**src/rtl/alarm_clock.sv**
```systemverilog
// 24-hour BCD clock (HH:MM:SS) with a single HH:MM alarm that latches when the
// running time reaches HH:MM:00 while enabled. One-second tick from a clk prescaler.
module alarm_clock #(
    parameter int CLK_PER_SEC = 1
) (
    input  logic       clk,
    input  logic       reset,
    input  logic [1:0] H_in1,
    input  logic [3:0] H_in0,
    input  logic [2:0] M_in1,
    input  logic [3:0] M_in0,
    input  logic       LD_time,
    input  logic       LD_alarm,
    input  logic       STOP_al,
    input  logic       AL_ON,
    output logic       Alarm,
    output logic [1:0] H_out1,
    output logic [3:0] H_out0,
    output logic [2:0] M_out1,
    output logic [3:0] M_out0,
    output logic [2:0] S_out1,
    output logic [3:0] S_out0
);

    localparam int PW = (CLK_PER_SEC > 1) ? $clog2(CLK_PER_SEC) : 1;
    localparam logic [PW-1:0] PMAX = PW'(CLK_PER_SEC - 1);

    logic [1:0]    h1_q, h1_d, ah1_q, ah1_d;
    logic [3:0]    h0_q, h0_d, ah0_q, ah0_d;
    logic [2:0]    m1_q, m1_d, am1_q, am1_d;
    logic [3:0]    m0_q, m0_d, am0_q, am0_d;
    logic [2:0]    s1_q, s1_d;
    logic [3:0]    s0_q, s0_d;
    logic [PW-1:0] presc_q, presc_d;
    logic          alarm_q, alarm_d;

    logic ld_ok, tick, match;

    always_comb begin
        h1_d    = h1_q;
        h0_d    = h0_q;
        m1_d    = m1_q;
        m0_d    = m0_q;
        s1_d    = s1_q;
        s0_d    = s0_q;
        ah1_d   = ah1_q;
        ah0_d   = ah0_q;
        am1_d   = am1_q;
        am0_d   = am0_q;
        presc_d = presc_q;
        alarm_d = alarm_q;

        // A load with any out-of-range digit is dropped as if it never happened
        ld_ok = (H_in0 <= 4'd9) && (M_in0 <= 4'd9) && (M_in1 <= 3'd5) &&
                ((H_in1 < 2'd2) || ((H_in1 == 2'd2) && (H_in0 <= 4'd3)));
        tick  = (presc_q == PMAX);
        match = AL_ON && (h1_q == ah1_q) && (h0_q == ah0_q) &&
                (m1_q == am1_q) && (m0_q == am0_q) &&
                (s1_q == 3'd0) && (s0_q == 4'd0);

        if (LD_time && ld_ok) begin
            h1_d    = H_in1;
            h0_d    = H_in0;
            m1_d    = M_in1;
            m0_d    = M_in0;
            s1_d    = 3'd0;
            s0_d    = 4'd0;
            presc_d = '0;
        end else begin
            presc_d = tick ? '0 : presc_q + PW'(1);
            if (tick) begin
                if (s0_q != 4'd9) s0_d = s0_q + 4'd1;
                else begin
                    s0_d = 4'd0;
                    if (s1_q != 3'd5) s1_d = s1_q + 3'd1;
                    else begin
                        s1_d = 3'd0;
                        if (m0_q != 4'd9) m0_d = m0_q + 4'd1;
                        else begin
                            m0_d = 4'd0;
                            if (m1_q != 3'd5) m1_d = m1_q + 3'd1;
                            else begin
                                m1_d = 3'd0;
                                if ((h1_q == 2'd2) && (h0_q == 4'd3)) begin
                                    h1_d = 2'd0;
                                    h0_d = 4'd0;
                                end else if (h0_q == 4'd9) begin
                                    h0_d = 4'd0;
                                    h1_d = h1_q + 2'd1;
                                end else begin
                                    h0_d = h0_q + 4'd1;
                                end
                            end
                        end
                    end
                end
            end
        end

        if (LD_alarm && ld_ok) begin
            ah1_d = H_in1;
            ah0_d = H_in0;
            am1_d = M_in1;
            am0_d = M_in0;
        end

        // Silencing wins over a set condition on the same edge
        if (match) alarm_d = 1'b1;
        if (STOP_al || !AL_ON) alarm_d = 1'b0;
    end

    always_ff @(posedge clk or negedge reset) begin
        if (!reset) begin
            h1_q    <= '0;
            h0_q    <= '0;
            m1_q    <= '0;
            m0_q    <= '0;
            s1_q    <= '0;
            s0_q    <= '0;
            ah1_q   <= '0;
            ah0_q   <= '0;
            am1_q   <= '0;
            am0_q   <= '0;
            presc_q <= '0;
            alarm_q <= 1'b0;
        end else begin
            h1_q    <= h1_d;
            h0_q    <= h0_d;
            m1_q    <= m1_d;
            m0_q    <= m0_d;
            s1_q    <= s1_d;
            s0_q    <= s0_d;
            ah1_q   <= ah1_d;
            ah0_q   <= ah0_d;
            am1_q   <= am1_d;
            am0_q   <= am0_d;
            presc_q <= presc_d;
            alarm_q <= alarm_d;
        end
    end

    assign Alarm  = alarm_q;
    assign H_out1 = h1_q;
    assign H_out0 = h0_q;
    assign M_out1 = m1_q;
    assign M_out0 = m0_q;
    assign S_out1 = s1_q;
    assign S_out0 = s0_q;

endmodule

```
**config.mk**
```make
export PLATFORM = sky130hd
export DESIGN_NAME = alarm_clock
export DESIGN_NICKNAME = d
export VERILOG_FILES = /design/src/rtl/alarm_clock.sv
export SDC_FILE = /design/constraint.sdc
export NUM_CORES = 1
export LEC_CHECK = 0
export BUFFER_PORTS_ARGS = -buffer_cell sky130_fd_sc_hd__buf_2
export CAP_MARGIN = 30
export CORE_MARGIN = 10
export CORE_UTILIZATION = 35
export CTS_BUF_LIST = sky130_fd_sc_hd__clkbuf_2 sky130_fd_sc_hd__clkbuf_4 sky130_fd_sc_hd__clkbuf_8
export DETAILED_ROUTE_END_ITERATION = 7
export PLACE_DENSITY_LB_ADDON = 0.3
export SYNTH_ARGS = -nofsm -noshare
export SYNTH_HDL_FRONTEND = slang
export SYNTH_SLANG_ARGS = --single-unit
```
**constraint.sdc**
```tcl
create_clock -name clk -period 2.6 [get_ports clk]
set_clock_uncertainty 0.05 [all_clocks]
set_input_delay 0.52 -clock clk [delete_from_list [all_inputs] [get_ports clk]]
set_output_delay 0.52 -clock clk [all_outputs]
set_load 0.02 [all_outputs]
```
## Word level (Yosys, flattened, before mapping)

Cells that the tools add are included.

| cells by class | value |
|---|---|
| bitwise operators | 0 |
| multipliers | 0 |
| mux-type cells | 38 |
| div/mod/pow operators | 0 |
| magnitude comparators | 5 |
| shift operators | 0 |
| equal/unequal tests | 17 |
| add/sub/neg operators | 7 |
| reductions and logical operators | 25 |

Operators by type and width:

| cell | count |
|---|---|
| two-way mux 4 bit | 16 |
| two-way mux 3 bit | 10 |
| two-way mux 2 bit | 8 |
| logical AND 1 bit | 13 |
| adder 4 x 1 -> 4 bit (second input constant) | 3 |
| equality test 4 bit | 2 |
| <= comparator 4 bit (second input constant) | 2 |
| != test 2 bit (second input constant) | 4 |
| != test 4 bit (second input constant) | 2 |
| adder 3 x 1 -> 3 bit (second input constant) | 2 |
| != test 3 bit (second input constant) | 2 |
| AND reduction 6 bit | 1 |
| AND reduction 5 bit | 1 |
| equality test 2 bit (second input constant) | 2 |
| equality test 4 x 2 -> 1 bit (second input constant) | 1 |
| equality test 4 bit (second input constant) | 1 |
| <= comparator 4 x 2 -> 1 bit (second input constant) | 1 |
| logical NOT 4 bit | 1 |
| two-way mux 1 bit | 4 |
| AND reduction 4 bit | 1 |
| equality test 3 bit | 1 |
| <= comparator 3 bit (second input constant) | 1 |
| logical NOT 3 bit | 1 |
| AND reduction 3 bit | 1 |
| other kinds (10) | 11 |

| storage, ports and cells | value |
|---|---|
| latch bits | 0 |
| RAM bits | 0 |
| output and inout bits | 21 |
| register bits after elaboration | 35 |
| memories kept | 0 |
| bits of input ports | 19 |
| ROM bits | 0 |

## Logic depth before layout (Yosys ltp)

| depth | value |
|---|---|
| depth after elaboration | 9 |
| gate-level depth with buffers | 8 |
| gate-level depth less buffers | 7 |

## Worst setup path after synthesis

No wires, ideal clock.

| timing path | value |
|---|---|
| path kind | flip-flop to flip-flop |
| from | register s0_q[1], in the netlist S_out0[1] |
| to | register h1_q[0], in the netlist H_out1[0] |
| arrival time | 1.851 ns |
| setup slack | 0.617 ns |
| clock period less this slack | 1.983 ns |
| stages on the path, launching flop included | 9 |
| path buffers | 1 |
| path through | dfrtp_1 > inv_1 > ha_1 > nand4b_4 > and4b_1 > buf_6 > nand3_4 > a211o_1 > a31oi_1 |

| on the way | value |
|---|---|
| cells in the longest elaborated chain, start to end | 3 |

Ends and longest elaborated chain:

| element | line | RTL |
|---|---|---|
| from (decl) | 33 | `logic [3:0] s0_q, s0_d;` |
| from (signal assigned) | 119 | `s0_q <= '0;` |
| from (signal assigned) | 132 | `s0_q <= s0_d;` |
| != test 4 bit | 72 | `if (s0_q != 4'd9) s0_d = s0_q + 4'd1;` |
| != test 2 bit (no source line) | -- |  |
| AND reduction 6 bit (no source line) | -- |  |
| to (signal assigned) | 114 | `h1_q <= '0;` |
| to (signal assigned) | 127 | `h1_q <= h1_d;` |
| to (decl) | 28 | `logic [1:0] h1_q, h1_d, ah1_q, ah1_d;` |

No other way between the ends.
A chain may end at the register's enable or synchronous reset.

## Worst setup path after layout

| timing path | value |
|---|---|
| from | register s0_q[1], in the netlist S_out0[1] |
| to | register h1_q[1], in the netlist H_out1[1] |

The elaborated chain is that of the path after synthesis.

==> results <==
- The mean area per synthesized cell is 10.3 um^2.
- The minimum setup slack among reg-to-reg paths is 0.48 ns.
- The clock net in this run drives a total of 34 sinks.
- Cells with a size suffix above 1 make up 30.2% of the layout.
- The routed via count is 1,474.
- The flow ran to the end, and the final reports show no timing, DRC or antenna violations.
- In the layout the commonest cells are buf_2 (39), dfrtp_1 (34), nand2_1 (22).
- The iteration count of the initial detailed-routing pass is 4.
- The DRC violation count after routing is 0.
- The maximum achievable frequency is 0.472 GHz.
- For the worst-skew pair, the clock arrives at the later sink with an insertion delay of 0.28 ns.
- In this run the worst hold path is classified as input port to async pin.
- The category of the worst setup path launch point is a flip-flop.
- The initial antenna violation count is 0.
- From bottom edge to top edge, the die measures 93.6 um.
- The logic depth of the worst register-to-register path is 7.
- STA classifies the critical path endpoint as a flip-flop.
- The analysis attributes to net switching a power of 0.000763 W.
- The final standard cell utilization of the core is 43.5%.
- The number of global-route vias before repair came to 1,507.
- The number of hold violations in the final report was 0.
- The number of gates resized after CTS is 0.
- The die covers 8760 um^2.
- Setup repair after global routing left no endpoint under its margin.
- The clock passes through at most 2 buffers.
- The pin slew with the least headroom to its limit is 0.765 ns.
- The number of antenna diodes in the final layout is 0.
- After synthesis, the cell types taking the most area are dfrtp_1 (45%), mux2_2 (8.9%), xnor2_1 (5.5%).
- The mean number of vias per cell is 5.00.
- The congestion estimate from routability-driven global placement came to 0.794.
- In this run the number of H-tree levels came out at 2.
- The synthesized netlist contains 34 unique library cells.
- The first global-routing pass estimated 7.49 mm of wire.
- Clock tree synthesis inserted a total of 5 buffers.
- The placed instances occupy a cell area of 2140 um^2.
- With fillers left out, the area of the finished cells amounts to 2250 um^2.
- The summed instance area of the synthesized netlist is 1900 um^2.
- The fraction of the yosys area taken by sequential cells is 44.9%.
- The worst slew margin relative to its limit is 49.0%.
- The tree is rooted in a clkbuf_8.
- Registers are responsible for 44.3% of the overall power.
- For this design the static power due to leakage is 0.987 nW.
- In this run the count of I/O pins placed on the die edge is 40.
- The fraction of power spent switching nets is 37.7%.
- The most common cell after layout, fill and taps aside is buf_2.
- The count of nets left with antenna violations once routing finished came out at 0.
- The DRC marker count from the first detailed-route iteration is 98.
- Max-cap violations in this run came to 0.
- The largest fanout on the critical path is 8.
- The post-layout minimum cycle time is 2.12 ns.
- Once routing completed, OpenROAD measured the worst setup slack at 0.483 ns.
- The internal power component is 0.00126 W.
- The reg-to-reg critical path endpoint is H_out1[1].
- The cell accounting for the most synthesized area is dfrtp_1.
- The synthesis-to-finish area growth is 18.6%.
- The final number of setup-violating endpoints is 0.
- The total of warnings raised by yosys is 0.
- The core region is 5170 um^2.
- In the final timing run, aggregate negative setup slack is 0 ns.
- The number of flip-flops and latches in the synthesized netlist is 34.
- In this run the core area contains 26 standard-cell rows.
- The worst slack at placement is 0.486 ns.
- The number of nets in the finished design is 246.
- In this run the power density over the cells is 899 nW/um^2.
- The arrival time of the worst setup path is 2.27 ns.
- The critical path starts at S_out0[1].
- The number of nets in the synthesized netlist is 206.
- The post-cts hold buffer count is 0.
- In this run the critical register-to-register path is launched from S_out0[1].
- The clock-pin slew on the worst setup and hold paths is 0.07 ns.
- Summed over all layers, the global routing overflow is 0.
- The total wire length is 4.51 mm.
- The routed length per instance is 15.3 um.
- Entering global routing, the biggest net connects 35 pins.
- The data required time at the worst endpoint is 2.75 ns.
- The capturing element of the worst setup path is H_out1[1].
- The width of the die is 93.6 um.
- The overall track demand over capacity in global routing is 10.8%.
- The number of max-slew violations in the final report came to 0.
- Detailed placement ended at an HPWL of 3.34 mm.
- The top cell type by area accounts for 44.9% of the synthesized area.
- Buffers added to address setup during post-CTS repair amount to 0.
- By startpoint and endpoint, the worst setup path is classified as flip-flop to flip-flop.
- The relative contribution of the clock network to total power is 22.6%.
- The worst ir drop on vdd is 322 uV.
- The count of buffers added on input and output ports is 39.
- Combinational logic burns 33.1% of the power.
- TritonCTS built the clock tree.
- The share of the cycle needed by the critical path after routing is 81.4%.
- The worst hold slack is 0.254 ns.
- After technology mapping, the gate count stands at 184.
- Once the floorplan was initialized, standard cells occupied 36.6% of the core.
## through the flow
stage	total power (W)	instances
global placement	0.00158	287
global route	0.00217	295
CTS	0.00205	295
detailed placement	0.00159	287
finish	0.00202	295
floorplan	0.00136	184
## flip-flops by register name, summed over array words and instances (netlist names), 2 cells and up
| signal | flops |
|---|---|
| M_out0 | 4 |
| am1_q | 3 |
| S_out1 | 3 |
| am0_q | 4 |
| ah0_q | 4 |
| S_out0 | 4 |
| ah1_q | 2 |
| M_out1 | 3 |
| H_out1 | 2 |
| H_out0 | 4 |
## routing by layer
| metal | wire length, um | track usage (%) | share of wire, % |
|---|---|---|---|
| met1 | 2030 | 13.0 | 45 |
| met3 | 170 | 3.04 | 3.8 |
| met4 | 114 | 5.19 | 2.5 |
| met5 | 0 | 0 | 0 |
| met2 | 2190 | 17.5 | 49 |
## worst min-delay path by stage
stage,startpoint,end,slack [ns],cells after the start
floorplan,reset,Alarm,0.17,0
global placement,ah1_q[1],ah1_q[1],0.46,1
detailed placement,ah1_q[1],ah1_q[1],0.46,1
CTS,reset,S_out0[3],0.28,1
global route,reset,S_out0[3],0.31,1
finish,reset,S_out0[3],0.25,1
## cells by family after synthesis
| kind of cell | after synthesis | synth area share, % |
|---|---|---|
| flops | 34 | 44.9 |
| mux | 18 | 10.5 |
| fa+ha+maj | 3 | 1.98 |
| simple gates | 68 | 21.4 |
| xor+xnor | 19 | 8.78 |
| compound gates | 30 | 8.98 |
| buf+inv | 12 | 3.50 |
## Yosys cell counts
| cell type | count |
|---|---|
| dfrtp_1 | 34 |
| nand2_1 | 22 |
| mux2_2 | 15 |
| nor2_1 | 15 |
| o21ai_0 | 13 |
| xnor2_1 | 12 |
| a21oi_1 | 7 |
| a31oi_1 | 7 |
| xor2_1 | 7 |
| nor3b_1 | 6 |
| buf_2 | 5 |
| inv_1 | 5 |
| nor3_1 | 4 |
| ha_1 | 3 |
| mux2i_1 | 3 |
| nand4b_1 | 3 |
| nor4_1 | 3 |
| and4b_1 | 2 |
| buf_6 | 2 |
| nand4_1 | 2 |
| a211o_1 | 1 |
| and2_1 | 1 |
| and2b_1 | 1 |
| and4_1 | 1 |
| nand3_4 | 1 |
| nand3b_1 | 1 |
| nand4b_4 | 1 |
| nor2b_1 | 1 |
| nor4_4 | 1 |
| nor4bb_1 | 1 |
| o31a_2 | 1 |
| o31ai_1 | 1 |
| or3_1 | 1 |
| or3b_2 | 1 |
## power groups by stage
stage          sequential, W  clock [W]  combinational (W)
2_1_floorplan       0.000962          0           0.000400
3_3_place_gp        0.000905          0           0.000672
3_5_place_dp        0.000908          0           0.000679
4_1_cts             0.000899   0.000469           0.000684
5_1_grt             0.000930   0.000494           0.000748
6_report            0.000896   0.000456           0.000670
## area by class of cell
| class | count | area [um^2] |
|---|---|---|
| sequential | 34 | 851 |
| fill | 516 | 2920 |
| multi-input combinational | 138 | 978 |
| timing repair buffer | 40 | 203 |
| tap | 70 | 87.6 |
| clock buffer | 8 | 110 |
| inverter | 5 | 18.8 |
## worst max-delay path, cell delays in order, from the launching register on
cell,delay [ns]
dfrtp_1,0.41
inv_1,0.08
ha_1,0.25
nand4b_4,0.19
and4b_1,0.50
nand3_4,0.12
o31a_2,0.29
a21oi_1,0.15
No activity file was read; power rests on OpenSTA's default activity.
